**src/rtl/riscv_pkg.sv**
```systemverilog
// riscv_pkg: shared constants for the RV64 data-memory access path.
//   - bit positions of the one-hot load/store opcode vectors
//   - byte-lane size masks
//   - state encoding of the dmem_access FSM
package riscv_pkg;
  // rd_mem_op bit positions
  localparam int LD  = 0;
  localparam int LW  = 1;
  localparam int LH  = 2;
  localparam int LB  = 3;
  localparam int LWU = 4;
  localparam int LHU = 5;
  localparam int LBU = 6;
  // wr_mem_op bit positions
  localparam int SD  = 0;
  localparam int SW  = 1;
  localparam int SH  = 2;
  localparam int SB  = 3;

  localparam logic [7:0] MASK_D = 8'hFF;
  localparam logic [7:0] MASK_W = 8'h0F;
  localparam logic [7:0] MASK_H = 8'h03;
  localparam logic [7:0] MASK_B = 8'h01;

  typedef enum logic [1:0] {ST_IDLE, ST_REQ, ST_RESP, ST_DONE} dmem_state_e;
endpackage

```
**src/rtl/dmem_lane_align.sv**
```systemverilog
// dmem_lane_align: combinational byte-lane steering for dmem_access.
// Optional feature macro: DMEM_MISALIGN_EXC_EN (enables misalign detect;
// when undefined o_misalign is constant 0).
// Ports:
//   i_rd_op / i_wr_op  one-hot load / store opcodes (load wins)
//   i_off              byte offset inside the doubleword (addr[2:0])
//   i_wr_data          right-justified store data
//   i_rsp_off/i_rsp_mask  offset and size mask captured for the response
//   i_rdata            read doubleword from the bus
//   o_is_load          access is a load
//   o_mask             size mask of the access
//   o_wstrb / o_wdata  lane-shifted strobes / data (0 for loads)
//   o_rd_bytes         addressed bytes right-justified, upper bytes zero
//   o_misalign         offset not a multiple of the access size
module dmem_lane_align
  import riscv_pkg::*;
(
  input  logic [6:0]  i_rd_op,
  input  logic [3:0]  i_wr_op,
  input  logic [2:0]  i_off,
  input  logic [63:0] i_wr_data,
  input  logic [2:0]  i_rsp_off,
  input  logic [7:0]  i_rsp_mask,
  input  logic [63:0] i_rdata,
  output logic        o_is_load,
  output logic [7:0]  o_mask,
  output logic [7:0]  o_wstrb,
  output logic [63:0] o_wdata,
  output logic [63:0] o_rd_bytes,
  output logic        o_misalign
);
  logic [63:0] w_shr;

  always_comb begin
    o_is_load = |i_rd_op;
    o_mask    = MASK_B;
    if (o_is_load) begin
      if (i_rd_op[LD])                     o_mask = MASK_D;
      else if (i_rd_op[LW] | i_rd_op[LWU]) o_mask = MASK_W;
      else if (i_rd_op[LH] | i_rd_op[LHU]) o_mask = MASK_H;
    end else begin
      if (i_wr_op[SD])      o_mask = MASK_D;
      else if (i_wr_op[SW]) o_mask = MASK_W;
      else if (i_wr_op[SH]) o_mask = MASK_H;
    end
  end

  // 8-bit result truncates lanes that run past byte 7
  assign o_wstrb = o_is_load ? 8'h00 : (o_mask << i_off);
  assign o_wdata = o_is_load ? 64'h0 : (i_wr_data << {i_off, 3'b000});

  assign w_shr = i_rdata >> {i_rsp_off, 3'b000};
  always_comb begin
    o_rd_bytes = '0;
    for (int b = 0; b < 8; b++)
      o_rd_bytes[8*b +: 8] = w_shr[8*b +: 8] & {8{i_rsp_mask[b]}};
  end

`ifdef DMEM_MISALIGN_EXC_EN
  assign o_misalign = ((o_mask == MASK_D) && (i_off != 3'd0))      ||
                      ((o_mask == MASK_W) && (i_off[1:0] != 2'd0)) ||
                      ((o_mask == MASK_H) && i_off[0]);
`else
  assign o_misalign = 1'b0;
`endif
endmodule

```
**src/rtl/dmem_access.sv**
```systemverilog
// dmem_access: one load/store transaction on a 64-bit valid/ready data bus,
// stalling the core until it completes. Loaded bytes come back right-justified.
// Optional feature macro: DMEM_MISALIGN_EXC_EN (misaligned accesses skip the
// bus and pulse mem_misalign in DONE).
// Ports:
//   clk, rst                 clock, synchronous active-high reset
//   rd_mem_op, wr_mem_op     one-hot load/store opcodes
//   mem_addr, mem_wr_data    effective address, store data
//   mem_rd_data              loaded bytes
//   mem_stall, mem_misalign  core stall, misalign pulse
//   dbus_*                   data-bus request/response
module dmem_access
  import riscv_pkg::*;
#(
  parameter int BUS_AW = 64
) (
  input  logic              clk,
  input  logic              rst,
  input  logic [6:0]        rd_mem_op,
  input  logic [3:0]        wr_mem_op,
  input  logic [63:0]       mem_addr,
  input  logic [63:0]       mem_wr_data,
  output logic [63:0]       mem_rd_data,
  output logic              mem_stall,
  output logic              mem_misalign,
  output logic              dbus_req_valid,
  input  logic              dbus_req_ready,
  output logic [BUS_AW-1:0] dbus_addr,
  output logic              dbus_we,
  output logic [63:0]       dbus_wdata,
  output logic [7:0]        dbus_wstrb,
  input  logic              dbus_rsp_valid,
  input  logic [63:0]       dbus_rdata
);
  dmem_state_e       r_state;
  logic              r_req_valid, r_we, r_misalign, r_is_load;
  logic [BUS_AW-1:0] r_addr;
  logic [63:0]       r_wdata, r_rd_data;
  logic [7:0]        r_wstrb, r_rmask;
  logic [2:0]        r_off;

  logic              w_op_any, w_is_load, w_misalign;
  logic [7:0]        w_mask, w_wstrb;
  logic [63:0]       w_wdata, w_rd_bytes;

  assign w_op_any = (|rd_mem_op) | (|wr_mem_op);

  dmem_lane_align u_align (
    .i_rd_op    (rd_mem_op),
    .i_wr_op    (wr_mem_op),
    .i_off      (mem_addr[2:0]),
    .i_wr_data  (mem_wr_data),
    .i_rsp_off  (r_off),
    .i_rsp_mask (r_rmask),
    .i_rdata    (dbus_rdata),
    .o_is_load  (w_is_load),
    .o_mask     (w_mask),
    .o_wstrb    (w_wstrb),
    .o_wdata    (w_wdata),
    .o_rd_bytes (w_rd_bytes),
    .o_misalign (w_misalign)
  );

  always_ff @(posedge clk) begin
    if (rst) begin
      r_state     <= ST_IDLE;
      r_req_valid <= 1'b0;
      r_we        <= 1'b0;
      r_wstrb     <= '0;
      r_addr      <= '0;
      r_wdata     <= '0;
      r_rd_data   <= '0;
      r_misalign  <= 1'b0;
      r_is_load   <= 1'b0;
      r_off       <= '0;
      r_rmask     <= '0;
    end else begin
      case (r_state)
        ST_IDLE: begin
          r_misalign <= 1'b0;
          if (w_op_any) begin
            // offset/size kept so the response is steered without re-sampling
            r_off     <= mem_addr[2:0];
            r_rmask   <= w_mask;
            r_is_load <= w_is_load;
            if (w_misalign) begin
              r_state    <= ST_DONE;
              r_misalign <= 1'b1;
              r_rd_data  <= '0;
            end else begin
              r_state     <= ST_REQ;
              r_req_valid <= 1'b1;
              r_addr      <= {mem_addr[BUS_AW-1:3], 3'b000};
              r_we        <= ~w_is_load;
              r_wdata     <= w_wdata;
              r_wstrb     <= w_wstrb;
            end
          end
        end
        ST_REQ: begin
          if (dbus_req_ready) begin
            r_req_valid <= 1'b0;
            r_state     <= ST_RESP;
          end
        end
        ST_RESP: begin
          if (dbus_rsp_valid) begin
            r_rd_data <= r_is_load ? w_rd_bytes : 64'h0;
            r_state   <= ST_DONE;
          end
        end
        default: begin
          r_misalign <= 1'b0;
          r_state    <= ST_IDLE;
        end
      endcase
    end
  end

  assign mem_stall = ~rst & (((r_state == ST_IDLE) & w_op_any) |
                             (r_state == ST_REQ) | (r_state == ST_RESP));

  assign mem_rd_data    = r_rd_data;
  assign mem_misalign   = r_misalign;
  assign dbus_req_valid = r_req_valid;
  assign dbus_addr      = r_addr;
  assign dbus_we        = r_we;
  assign dbus_wdata     = r_wdata;
  assign dbus_wstrb     = r_wstrb;
endmodule

```
**config.mk**
```make
export PLATFORM = sky130hd
export DESIGN_NAME = dmem_access
export DESIGN_NICKNAME = d
export VERILOG_FILES = /design/src/rtl/riscv_pkg.sv /design/src/rtl/dmem_lane_align.sv /design/src/rtl/dmem_access.sv
export SDC_FILE = /design/constraint.sdc
export NUM_CORES = 1
export LEC_CHECK = 0
export CORE_AREA = 2 2 150 181
export CTS_BUF_LIST = sky130_fd_sc_hd__clkbuf_16
export DETAILED_ROUTE_END_ITERATION = 16
export DIE_AREA = 0 0 152 183
export PLACE_DENSITY = 0.8
export RECOVER_POWER = 50
export SLEW_MARGIN = 25
export SYNTH_ARGS = -nofsm -noshare
export SYNTH_HDL_FRONTEND = slang
export SYNTH_SLANG_ARGS = --single-unit
```
**constraint.sdc**
```tcl
create_clock -name clk -period 2.4 [get_ports clk]
set_clock_uncertainty 0.05 [all_clocks]
set_input_delay 0.48 -clock clk [delete_from_list [all_inputs] [get_ports clk]]
set_output_delay 0.48 -clock clk [all_outputs]
set_load 0.01 [all_outputs]
```
==> results of run 1 <==
## cells by family after synthesis
kind of cell	synth area share (%)
buf+inv	4.67
compound gates	19.6
fa+ha+maj	0.487
other cells	0.0365
flops	40.7
mux	21.0
simple gates	13.5
## through the flow
stage               setup TNS [ns]  instances  power [mW]
finish                           0       1874        12.5
CTS                              0       1870        12.8
global route                     0       1874        13.1
floorplan                        0       1103        6.82
detailed placement          -40.36       1826        8.89
global placement            -35.38       1826        8.79
## synth_stat cells (all sizes together), types with 3 or more instances
master   number  area, um2
or4           3       26.3
a21oi        95        475
dfxtp       209       4180
mux2         24        270
buf          44        243
clkbuf       52        195
mux2i        80        801
a222oi        6       60.1
nor3          8       40.0
o2bb2ai      16        140
nor2        107        402
nand2       185        694
nand3         3       15.0
nand4         3       18.8
ha            4       50.1
a32oi        34        298
inv          10       37.5
o31ai         3       36.3
o211ai        4       30.0
nor4          6       88.8
nor2b         3       18.8
o21ai        53        303
mux4         48       1080
a22oi        77        578
## final timing paths
kind | from | to | slack, ns | cells past startpoint
setup reg to reg | r_state[0] | dbus_wstrb[1] | 0.20 | 8
hold / removal | rst | dbus_wstrb[1] | 0.14 | 2
setup / recovery | rd_mem_op[5] | mem_stall | 0.07 | 5
hold reg to reg | dbus_addr[39] | dbus_addr[39] | 0.40 | 2
## worst max-delay path: cells and delay by family
kind | cells | cell delay, ns
AOI/OAI and AO/OA | 2 | 0.38
buffers and inverters | 2 | 0.41
and+or+nand+nor | 1 | 0.53
## layout make-up
class | instances | area, um2
multi-input combinational | 787 | 5640
antenna | 4 | 10.0
clock buffer | 25 | 626
tap | 335 | 419
fill | 2211 | 10300
clock inverter | 19 | 203
inverter | 11 | 41.3
sequential | 209 | 4190
timing repair buffer | 484 | 4690
## routing by layer
layer	wire length [um]	share of wire [%]	GRT usage, %
met1	15100	38	33.3
met3	3150	7.8	4.89
met4	2390	5.9	15.5
met5	0	0	0
met2	19600	49	46.4
## power by group through the flow
stage | Sequential (mW) | Clock [mW] | Combinational (mW)
floorplan | 4.28 | 0 | 2.54
global placement | 4.18 | 0 | 4.60
detailed placement | 4.21 | 0 | 4.68
CTS | 4.14 | 3.91 | 4.71
global route | 4.18 | 4.05 | 4.90
finish | 4.12 | 3.84 | 4.56
## repair_timing
action | in CTS | in global routing
endpoints found under the hold margin | 0 | 0
pin swaps | 5 | 4
setup buffers | 0 | 0
endpoints found under the setup margin | 1 | 12
resized for setup | 20 | 7
gates cloned | 0 | 0
## state kept, by name, indices dropped and copies added (netlist names)
register,cells
dbus_we,1
mem_rd_data,64
dbus_req_valid,1
r_state,2
dbus_wdata,64
r_is_load,1
r_off,3
dbus_addr,61
dbus_wstrb,8
r_rmask,4
==> results.md, run 1 <==
- STA classifies the critical path endpoint as a primary output.
- The die covers 0.0278 mm2.
- In this run the power density over the cells is 792 mW/mm2.
- The detail-routed via count per cell is 5.70.
- The final setup violation count is 0.
- The TritonCTS clock tree is done.
- Synthesis produced a netlist whose cell count is 1100.
- The largest stage delay on the critical path is 0.53 ns.
- After clock tree synthesis, the flow added hold-fix buffers numbering 0.
- The number of levels the H-tree was split into is 1.
- The share of post-route cells with drive strength above 1 is 14.3%.
- The buffer type at the clock tree root is sky130_fd_sc_hd__clkbuf_16.
- The area of the mapped netlist is 0.0103 mm2.
- Counting flops with a built-in enable in the synthesized netlist gives 0.
- Of the synthesized area, sequential elements account for 40.7%.
- The flow ran to the end, and the final reports show no timing, DRC or antenna violations.
- The cell-internal power is 8.22 mW.
- The routed wire length per instance is 21.5 um.
- The wire length of the first global-routing pass is 61100 um.
- The number of endpoints with negative hold slack in the final report is 0.
- The post-CTS clock slew at the launch and capture registers of the worst setup and hold paths is 0.06 ns.
- The worst relative slew slack is 44.7%.
- The post-place setup slack is -0.614 ns.
- In this run the cell area measured after placement is 0.0150 mm2.
- The via count of the routed design is 10675.
- Each instance of the synthesized netlist takes up on average 9.34 um2.
- The number of different library cells in the post-synthesis netlist is 54.
- For this run, the share of the core covered by cells in the final layout is 60.6%.
- Net switching is 34.4% of the power.
- The number of buffers added by the clock tree synthesis step is 24.
- The die span in y is 183 um.
- The worst-path cell with the longest stage delay is sky130_fd_sc_hd__or4_4.
- Walking the worst path, the cells encountered are dlygate4sd2_1, or4_4, o31ai_4, a31oi_1, buf_4.
- Setup repair after global routing left no endpoint under its margin.
- The hold slack is 0.143 ns.
- The number of buffers added on ports is 406.
- The critical path class is input port to primary output.
- The minimum period implied by the final worst setup slack is 2.33 ns.
- The worst hold path class is input port to flip-flop.
- The residual DRC count is 0.
- The overall routing resource usage is 27.5%.
- The library cells used most frequently in the layout, excluding fill and tap cells, are sky130_fd_sc_hd__clkdlybuf4s50_1 (288), sky130_fd_sc_hd__dfxtp_1 (208), sky130_fd_sc_hd__nand2_1 (184).
- The initial cell density of the core is 39.3%.
- At the end of routability-driven placement, the weighted congestion stood at 0.981.
- The floorplan has 65 rows.
- In the synthesized netlist the dominant register cell turns out to be sky130_fd_sc_hd__dfxtp_1.
- The number of global-route vias before repair is 10427.
- The number of nets in the layout is 1728.
- The synthesized design contains 209 register bits.
- The pin count of the biggest net entering global routing is 63.
- Summing all non-filler instances in the final layout gives an area of 0.0158 mm2.
- The number of synthesis warnings is 0.
- Measured along the x axis, the die boundary spans 152 um.
- For the pin with the worst max-slew slack, the measured transition is 0.828 ns.
- Based on the critical path, the design can be clocked at up to 429 MHz.
- The largest fanout on the critical path is 2.
- In this run the static leakage power is 6.22 nW.
- The global route total overflow is 0.
- In this run, the number of DRC markers left after iteration 0 of detailed routing was 770.
- The deepest clock path buffer count is 3.
- The later pin in the worst-skew pair is clocked with a latency of 0.52 ns.
- The fraction of the cycle the final worst path needs is 97.2%.
- The first detailed-routing pass took 6 iterations.
- The portion of total power attributed to the clock network is 30.7%.
- The number of placed I/O pins is 411.
- Data on the critical path is required at its endpoint by 1.87 ns.
- The HPWL after detailed placement is 30600 um.
- The tool flagged a number of max-cap violations equal to 0.
- The total count of max-transition violations in the final report is 0.
- The launching element type of the critical path is an input port.
- The number of antenna violations at the first check in global routing was 4.
- VDD sags by at most 0.000655 V.
- The leading cell type in the layout, fill and taps excluded is sky130_fd_sc_hd__clkdlybuf4s50_1.
- The final worst setup slack is 0.0666 ns.
- From synthesis to final layout, the design area changed by 54.0%.
- The switching power is 4.31 mW.
- The logic gate share of total power is 36.4%.
- The core outline area is 0.0261 mm2.
- In the synthesized netlist the async set-or-reset flop fraction comes to 0%.
- The detail route stage leaves a number of antenna-violating nets equal to 0.
- The detailed-route wire length is 40200 um.
- Sequential cells account for 32.9% of the total power.
- The data arrival time of the worst path is 1.80 ns.
- CTS saw 209 sinks.
Power figures use the tool's default switching activity.
==> inputs of run 2 (changes only) <==
--- a/config.mk
+++ b/config.mk
@@ -5,11 +5,11 @@
 export SDC_FILE = /design/constraint.sdc
 export NUM_CORES = 1
 export LEC_CHECK = 0
-export CORE_AREA = 2 2 150 181
+export CORE_AREA = 2 2 172 208
 export CTS_BUF_LIST = sky130_fd_sc_hd__clkbuf_16
 export DETAILED_ROUTE_END_ITERATION = 16
-export DIE_AREA = 0 0 152 183
-export PLACE_DENSITY = 0.8
+export DIE_AREA = 0 0 174 210
+export PLACE_DENSITY = 0.64
 export RECOVER_POWER = 50
 export SLEW_MARGIN = 25
 export SYNTH_ARGS = -nofsm -noshare
==> run 2 against run 1 <==
Sequential power about the same. Highest routed layer unchanged. Design area up 0.95%. Flip-flop and latch count unchanged. Setup slack worse by 0.0049 ns. First-iteration DRC count up 15%. Sequential share of layout area down 0.23 points. Combinational power up 4%. Critical endpoint unchanged. Core utilization down 14 points. Die area up 31%.
==> results.md, run 2 (same netlist as run 1, synthesis figures left out) <==
- The number of buffers added by the clock tree synthesis step is 24 (unchanged).
- The utilization of the core after routing is 46.2% (-14 points).
- The number of placed I/O pins is 411 (unchanged).
- The via count of the routed design came to 10404 (-2.5%).
- The leakage power summed over all cells is 5.88 nW (-5.5%).
- The number of fill cells in the layout is 3394 (+54%).
- The wire length of the first global-routing pass came to 61000 um (-0.25%).
- The combined area of the multi-input logic cells is 0.00566 mm2 (+0.22%).
- The die boundary width is 174 um (+14%).
- The routed wire length per instance is 20.4 um (-5.1%).
- The HPWL after detailed placement is 30800 um (+0.70%).
- The number of levels the H-tree was split into is 1 (unchanged).
- The number of global-route vias before repair was 9915 (-4.9%).
- The transition at the pin with the smallest max-transition slack is 0.716 ns (-0.113 ns).
- The sequential cell area in the final layout was 0.00419 mm2 (about the same).
- The hold-fix buffer count after cts is 0 (unchanged).
- The initial cell density of the core came to 29.7% (-9.6 points).
- The total power of the final layout is 12.4 mW (-0.84%).
- The post-detailed-route count of antenna-violating nets came to 0 (unchanged).
- The worst setup path is of the input port to primary output kind.
- The fraction of the cycle the final worst path needs was 97.4% (+0.21 points).
- The flow ran to the end, and the final reports show no timing, DRC or antenna violations.
- The required time of the critical path is 1.87 ns (about the same).
- The overall routing resource usage is 21.3% (-6.2 points).
- The die area was 0.0365 mm2 (+31%).
- The maximum VDD drop is 0.000549 V (-16%).
- The core outline area is 0.0345 mm2 (+32%).
- The data arrival time of the worst path is 1.81 ns (about the same).
- The number of antenna violations at the first check in global routing was 3 (-1).
- The global route total overflow was 0 (unchanged).
- The share of post-route cells with drive strength above 1 was 14.5% (+0.19 points).
- The largest fanout on the critical path is 2 (unchanged).
- The number of buffers added on ports came to 406 (unchanged).
- The post-CTS clock slew at the launch and capture registers of the worst setup and hold paths is 0.06 ns (about the same).
- The number of iterations in the first detailed-routing pass is 5 (-1).
- The minimum period implied by the final worst setup slack came to 2.34 ns (+0.00493 ns).
- In this run the worst hold path is classified as input port to flip-flop.
- From synthesis to final layout, the design area changed by 55.5%.
- The die span in y was 210 um (+15%).
- The top cell types in the final layout, fill and taps aside, are sky130_fd_sc_hd__clkdlybuf4s50_1 (391), sky130_fd_sc_hd__dfxtp_1 (207), sky130_fd_sc_hd__nand2_1 (184).
- The deepest clock path buffer count came to 3 (unchanged).
- The standard-cell row count is 75 (+15%).
- Clock tree synthesis selected as its root buffer the cell sky130_fd_sc_hd__clkbuf_16.
- The worst setup path is launched from an input port.
- The worst relative slew slack is 52.2% (+7.5 points).
- The library cell used most frequently in the layout, excluding fill and tap cells, is sky130_fd_sc_hd__clkdlybuf4s50_1.
- Setup repair after global routing left no endpoint under its margin.
- The clock network latency to the later pin of the worst-skew pair was 0.53 ns (about the same).
- The detailed-route wire length is 40800 um (+1.3%).
- The maximum clock frequency is 428 MHz (-0.21%).
- The type of element capturing the critical path is a primary output.
- The detail-routed via count per cell came to 5.20 (-8.7%).
- The aggregate negative setup slack was 0 ns (unchanged).
- The number of nets in the layout was 1730 (+0.12%).
- The number of endpoints with negative hold slack in the final report is 0 (unchanged).
- The standard cell area after detailed placement came to 0.0152 mm2 (+1.3%).
- The pin count of the biggest net entering global routing is 112 (+78%).
- The total clock sinks came to 209 (unchanged).
- The total count of max-transition violations in the final report is 0 (unchanged).
- The area of all placed cells without fillers is 0.0160 mm2 (+0.95%).
- The reported max-cap violation count is 0 (unchanged).
- The final weighted congestion in routability-driven placement is 0.940 (-4.2%).
- The initial DRC count came to 888 (+15%).
- The residual DRC count came to 0 (unchanged).
- The final setup violation count is 0 (unchanged).
- The power density over the cells was 778 mW/mm2 (-1.8%).
- TritonCTS built the clock tree.
[run 2: cell count changes in the layout (fill, tap and decap cells not counted), moves of 3 or more]
cell / before / now
sky130_fd_sc_hd__clkdlybuf4s50_1: 288 / 391
sky130_fd_sc_hd__dlygate4sd3_1: 103 / 0
sky130_fd_sc_hd__buf_12: 7 / 11
sky130_fd_sc_hd__buf_4: 67 / 63
sky130_fd_sc_hd__bufinv_16: 4 / 1
sky130_fd_sc_hd__clkbuf_1: 3 / 6
sky130_fd_sc_hd__clkinv_4: 3 / 0
sky130_fd_sc_hd__dlygate4sd2_1: 7 / 4
[run 2: area by class of cell]
class                           count  area share (%)
Multi-Input combinational cell    787            35.4
Timing Repair Buffer              486            29.7
Sequential cell                   209            26.2
Clock buffer                       26            4.07
Tap cell                          462            3.62
Clock inverter                     17           0.697
Inverter                           11           0.259
Antenna cell                        3          0.0470
[run 2: path summary, 6_finish.rpt]
check | endpoint | slack (ns) | cells past startpoint | start
worst max-delay path | mem_stall | 0.06 | 5 | rd_mem_op[1]
worst max register to register | dbus_wstrb[7] | 0.13 | 9 | r_state[0]
worst min-delay path | r_off[0] | 0.38 | 4 | mem_addr[0]
worst min register to register | mem_rd_data[0] | 0.40 | 2 | mem_rd_data[0]
[run 2: routing by layer]
layer / track usage [%] / wire (um)
met1: 27.2 / 16400
met5: 0 / 0
met3: 4.09 / 3210
met2: 34.7 / 19300
met4: 10.3 / 1840
[run 2: through the flow]
stage / std cells / setup slack [ns] / hold slack (ns)
floorplan: 1103 / 0.0347 / 0.391
global placement: 1953 / -0.727 / 0.385
detailed placement: 1953 / -0.733 / 0.390
CTS: 1997 / 0.0123 / 0.359
global route: 2001 / 0.00178 / 0.403
finish: 2001 / 0.0617 / 0.380
[run 2: critical path, stage by stage]
cell                            delay (ns)
sky130_fd_sc_hd__dlygate4sd2_1        0.24
sky130_fd_sc_hd__or3_4                0.40
sky130_fd_sc_hd__o31ai_4              0.33
sky130_fd_sc_hd__a31oi_2              0.16
sky130_fd_sc_hd__buf_4                0.19
[run 2: where the power goes]
part	leakage, nW	switching [mW]	internal, mW
sequential	1.70	0.264	3.87
combinational	3.80	2.55	2.17
clock	0.383	1.51	2.06
total	5.88	4.32	8.10
[run 2: repair_timing]
action	4_1_cts	5_1_grt
buffers inserted	1	1
pin swaps	5	4
resized for setup	27	10
setup endpoints to repair	72	32
==> inputs of run 3 (changes only) <==
--- a/config.mk
+++ b/config.mk
@@ -9,7 +9,8 @@
 export CTS_BUF_LIST = sky130_fd_sc_hd__clkbuf_16
 export DETAILED_ROUTE_END_ITERATION = 16
 export DIE_AREA = 0 0 174 210
-export PLACE_DENSITY = 0.64
+export HOLD_SLACK_MARGIN = 0.03
+export PLACE_DENSITY = 0.62
 export RECOVER_POWER = 50
 export SLEW_MARGIN = 25
 export SYNTH_ARGS = -nofsm -noshare
==> constraint.sdc (replaced) <==
create_clock -name clk -period 2.5 [get_ports clk]
set_clock_uncertainty 0.05 [all_clocks]
set_input_delay 0.5 -clock clk [delete_from_list [all_inputs] [get_ports clk]]
set_output_delay 0.5 -clock clk [all_outputs]
set_load 0.01 [all_outputs]
==> run 3 against run 2 <==
Largest cell class unchanged. Largest power group unchanged. Combinational power down 5.5%. Cell count about the same. Die area unchanged. Non-clock buffer count is 2 higher. Power is 4.7% lower. Setup slack got worse by 0.016 ns. Via count rose by 0.31%. Hold slack got worse by 0.14 ns. Global-route usage up 0.57 points. Sequential power shrank 4%. Design area about the same. First-iteration DRC count increased by 3.3%.
==> results.md, run 3 (same netlist as run 1, synthesis figures left out) <==
- The maximum VDD drop came to 0.000508 V (-7.4%).
- The clock network latency to the later pin of the worst-skew pair is 0.53 ns (about the same).
- The detail-routed via count per cell came to 5.22 (+0.36%).
- The hold slack came to 0.238 ns (-0.142 ns).
- The core outline area is 0.0345 mm2 (unchanged).
- In this run the most critical hold path is launched from rst.
- In the layout the commonest cells are sky130_fd_sc_hd__clkdlybuf4s50_1 (258), sky130_fd_sc_hd__dfxtp_1 (207), sky130_fd_sc_hd__nand2_1 (185).
- The cell sitting at the root of the clock tree is a sky130_fd_sc_hd__clkbuf_16.
- The data arrival time of the worst path is 1.90 ns (+0.09 ns).
- The initial cell density of the core is 29.7% (unchanged).
- The area growth from synthesis to layout was 55.4% (about the same).
- The share of post-route cells with drive strength above 1 was 13.9% (-0.59 points).
- The routed wire length per instance is 20.7 um (+1.6%).
- The post-CTS clock slew at the launch and capture registers of the worst setup and hold paths is 0.06 ns (about the same).
- The pin count of the biggest net entering global routing is 85 (-24%).
- The number of buffers added by the clock tree synthesis step is 24 (unchanged).
- The number of buffers added on ports is 406 (unchanged).
- The total clock sinks came to 209 (unchanged).
- The maximum clock frequency is 408 MHz.
- The number of iterations in the first detailed-routing pass is 7 (+2).
- The number of antenna violations at the first check in global routing is 3 (unchanged).
- The largest fanout on the critical path came to 2 (unchanged).
- The die boundary width is 174 um (unchanged).
- The number of nets in the layout was 1732 (+0.12%).
- The worst hold path belongs to the class input port to flip-flop.
- The power density over the cells is 741 mW/mm2 (-4.7%).
- The post-detailed-route count of antenna-violating nets is 0 (unchanged).
- The worst register-to-register path begins at r_state[0].
- The via count of the routed design came to 10436 (+0.31%).
- The minimum period implied by the final worst setup slack is 2.45 ns.
- The number of cells traversed by the worst hold path is 2 (-2).
- The worst setup slack for register-to-register paths is 0.25 ns (+0.12 ns).
- The total count of max-transition violations in the final report is 0 (unchanged).
- The die area is 0.0365 mm2 (unchanged).
- The number of global-route vias before repair is 10158 (+2.5%).
- The number of levels the H-tree was split into is 1 (unchanged).
- The die span in y is 210 um (unchanged).
- The largest stage delay on the critical path was 0.42 ns (+0.02 ns).
- The leakage power summed over all cells was 6.32 nW (+7.6%).
- The residual DRC count is 0 (unchanged).
- The run finished with clean final reports.
- Traced cell by cell, the critical path runs through clkdlybuf4s50_1, or3_4, o31ai_4, a31oi_1, buf_4.
- The non-filler instance count after layout is 2000 (-0.050%).
- The initial DRC count came to 917 (+3.3%).
- The endpoint of the worst register-to-register path is mem_rd_data[31].
- The HPWL after detailed placement is 31500 um (+2.2%).
- The overall routing resource usage came to 21.9% (+0.57 points).
- The critical path class is input port to primary output.
- The leading cell type in the layout, fill and taps excluded is sky130_fd_sc_hd__clkdlybuf4s50_1.
- Grouping stages by cell kind, the critical path spends the most delay in buffers and inverters.
- The detailed-route wire length is 41400 um (+1.6%).
- The reported max-cap violation count came to 0 (unchanged).
- The worst relative slew slack was 36.1% (-16 points).
- The count of buffering cells on the critical path with inverters included is 2 (unchanged).
- The number of endpoints with negative hold slack in the final report was 0 (unchanged).
- The global route total overflow is 0 (unchanged).
- The standard-cell row count came to 75 (unchanged).
- The wire length of the first global-routing pass came to 62500 um (+2.6%).
- For hold timing, the worst endpoint is r_off[0].
- The fraction of the cycle the final worst path needs is 98.2%.
- The transition at the pin with the smallest max-transition slack was 0.958 ns (+0.242 ns).
- The deepest clock path buffer count is 3 (unchanged).
- The type of element capturing the critical path is a primary output.
- The number of placed I/O pins came to 411 (unchanged).
- TritonCTS built the clock tree.
- The final setup violation count was 0 (unchanged).
- STA classifies the critical path startpoint as an input port.
- The required time of the critical path is 1.95 ns (+0.08 ns).
- The depth of the worst register-to-register path is 7 (-2).
- The worst-path cell with the longest stage delay is sky130_fd_sc_hd__clkdlybuf4s50_1.
- The final weighted congestion in routability-driven placement is 0.930 (-1.0%).
- The number of cells in the design after placement is 1956 (+0.15%).
[run 3: cell count changes in the layout (fill, tap and decap cells not counted), moves of 2 or more]
cell and delta:
sky130_fd_sc_hd__buf_12 -3, sky130_fd_sc_hd__buf_4 +7, sky130_fd_sc_hd__clkbuf_2 -5, sky130_fd_sc_hd__clkdlybuf4s15_1 -2, sky130_fd_sc_hd__clkdlybuf4s50_1 -133, sky130_fd_sc_hd__clkinvlp_4 -2, sky130_fd_sc_hd__dlygate4sd2_1 +2, sky130_fd_sc_hd__dlygate4sd3_1 +137
sky130_fd_sc_hd__nor3_1 +2, sky130_fd_sc_hd__nor3_2 -2
[run 3: layout make-up]
| class | count | area, um2 |
|---|---|---|
| fill | 3367 | 18600 |
| timing repair buffer | 488 | 4760 |
| inverter | 11 | 41.3 |
| clock inverter | 16 | 124 |
| sequential | 209 | 4190 |
| clock buffer | 25 | 626 |
| tap | 462 | 578 |
| multi-input combinational | 787 | 5630 |
| antenna | 2 | 5.00 |
[run 3: power by group]
part           switching [mW]  internal [mW]
clock network            1.42           2.00
registers               0.241           3.72
logic                    2.45           2.01
total                    4.11           7.72
[run 3: worst max-delay path by stage]
stage               slack (ns)  depth (start not counted)        end         start
floorplan                 0.03                          6  mem_stall  rd_mem_op[5]
global placement         -0.57                          5  mem_stall  wr_mem_op[0]
detailed placement       -0.56                          5  mem_stall  wr_mem_op[0]
CTS                       0.01                          5  mem_stall  rd_mem_op[5]
global route            -0.009                          5  mem_stall  rd_mem_op[0]
finish                    0.05                          5  mem_stall  rd_mem_op[0]
[run 3: metal layers]
layer / up-vias / GRT usage, % / share of wire [%] / wire length [um]
li1: 4902 / - / - / -
met1: 4985 / 26.9 / 40 / 16500
met2: 466 / 37.6 / 49 / 20300
met3: 81 / 3.81 / 6.8 / 2810
met4: 2 / 9.74 / 4.3 / 1760
met5: - / 0 / 0.043 / 18
[run 3: worst reg2reg max path: cells and delay by family (launching register included)]
kind | cells | cell delay (ns)
simple gates | 3 | 0.44
compound gates | 1 | 0.23
buf+inv | 2 | 0.70
fa+ha+maj | 1 | 0.30
flops | 1 | 0.37
[run 3: through the flow]
step	utilization [%]	area (um2)	TNS [ns]	setup slack, ns	power (mW)
after global placement	44.0	15200	-43.17	-0.573	8.52
after global routing	46.2	16000	-0.0147	-0.00934	12.5
after floorplan	-	10300	0	0.0284	6.53
final	46.2	16000	0	0.0462	11.8
after CTS	46.2	16000	0	0.0119	12.0
after detailed placement	44.0	15200	-44.40	-0.562	8.57
[run 3: what timing repair did]
action,4_1_cts,5_1_grt
hold buffers,0,0
buffers inserted,1,0
hold endpoints to repair,0,0
resized for setup,13,3
gates cloned,0,0
pin swaps,4,4
setup endpoints to repair,1,41
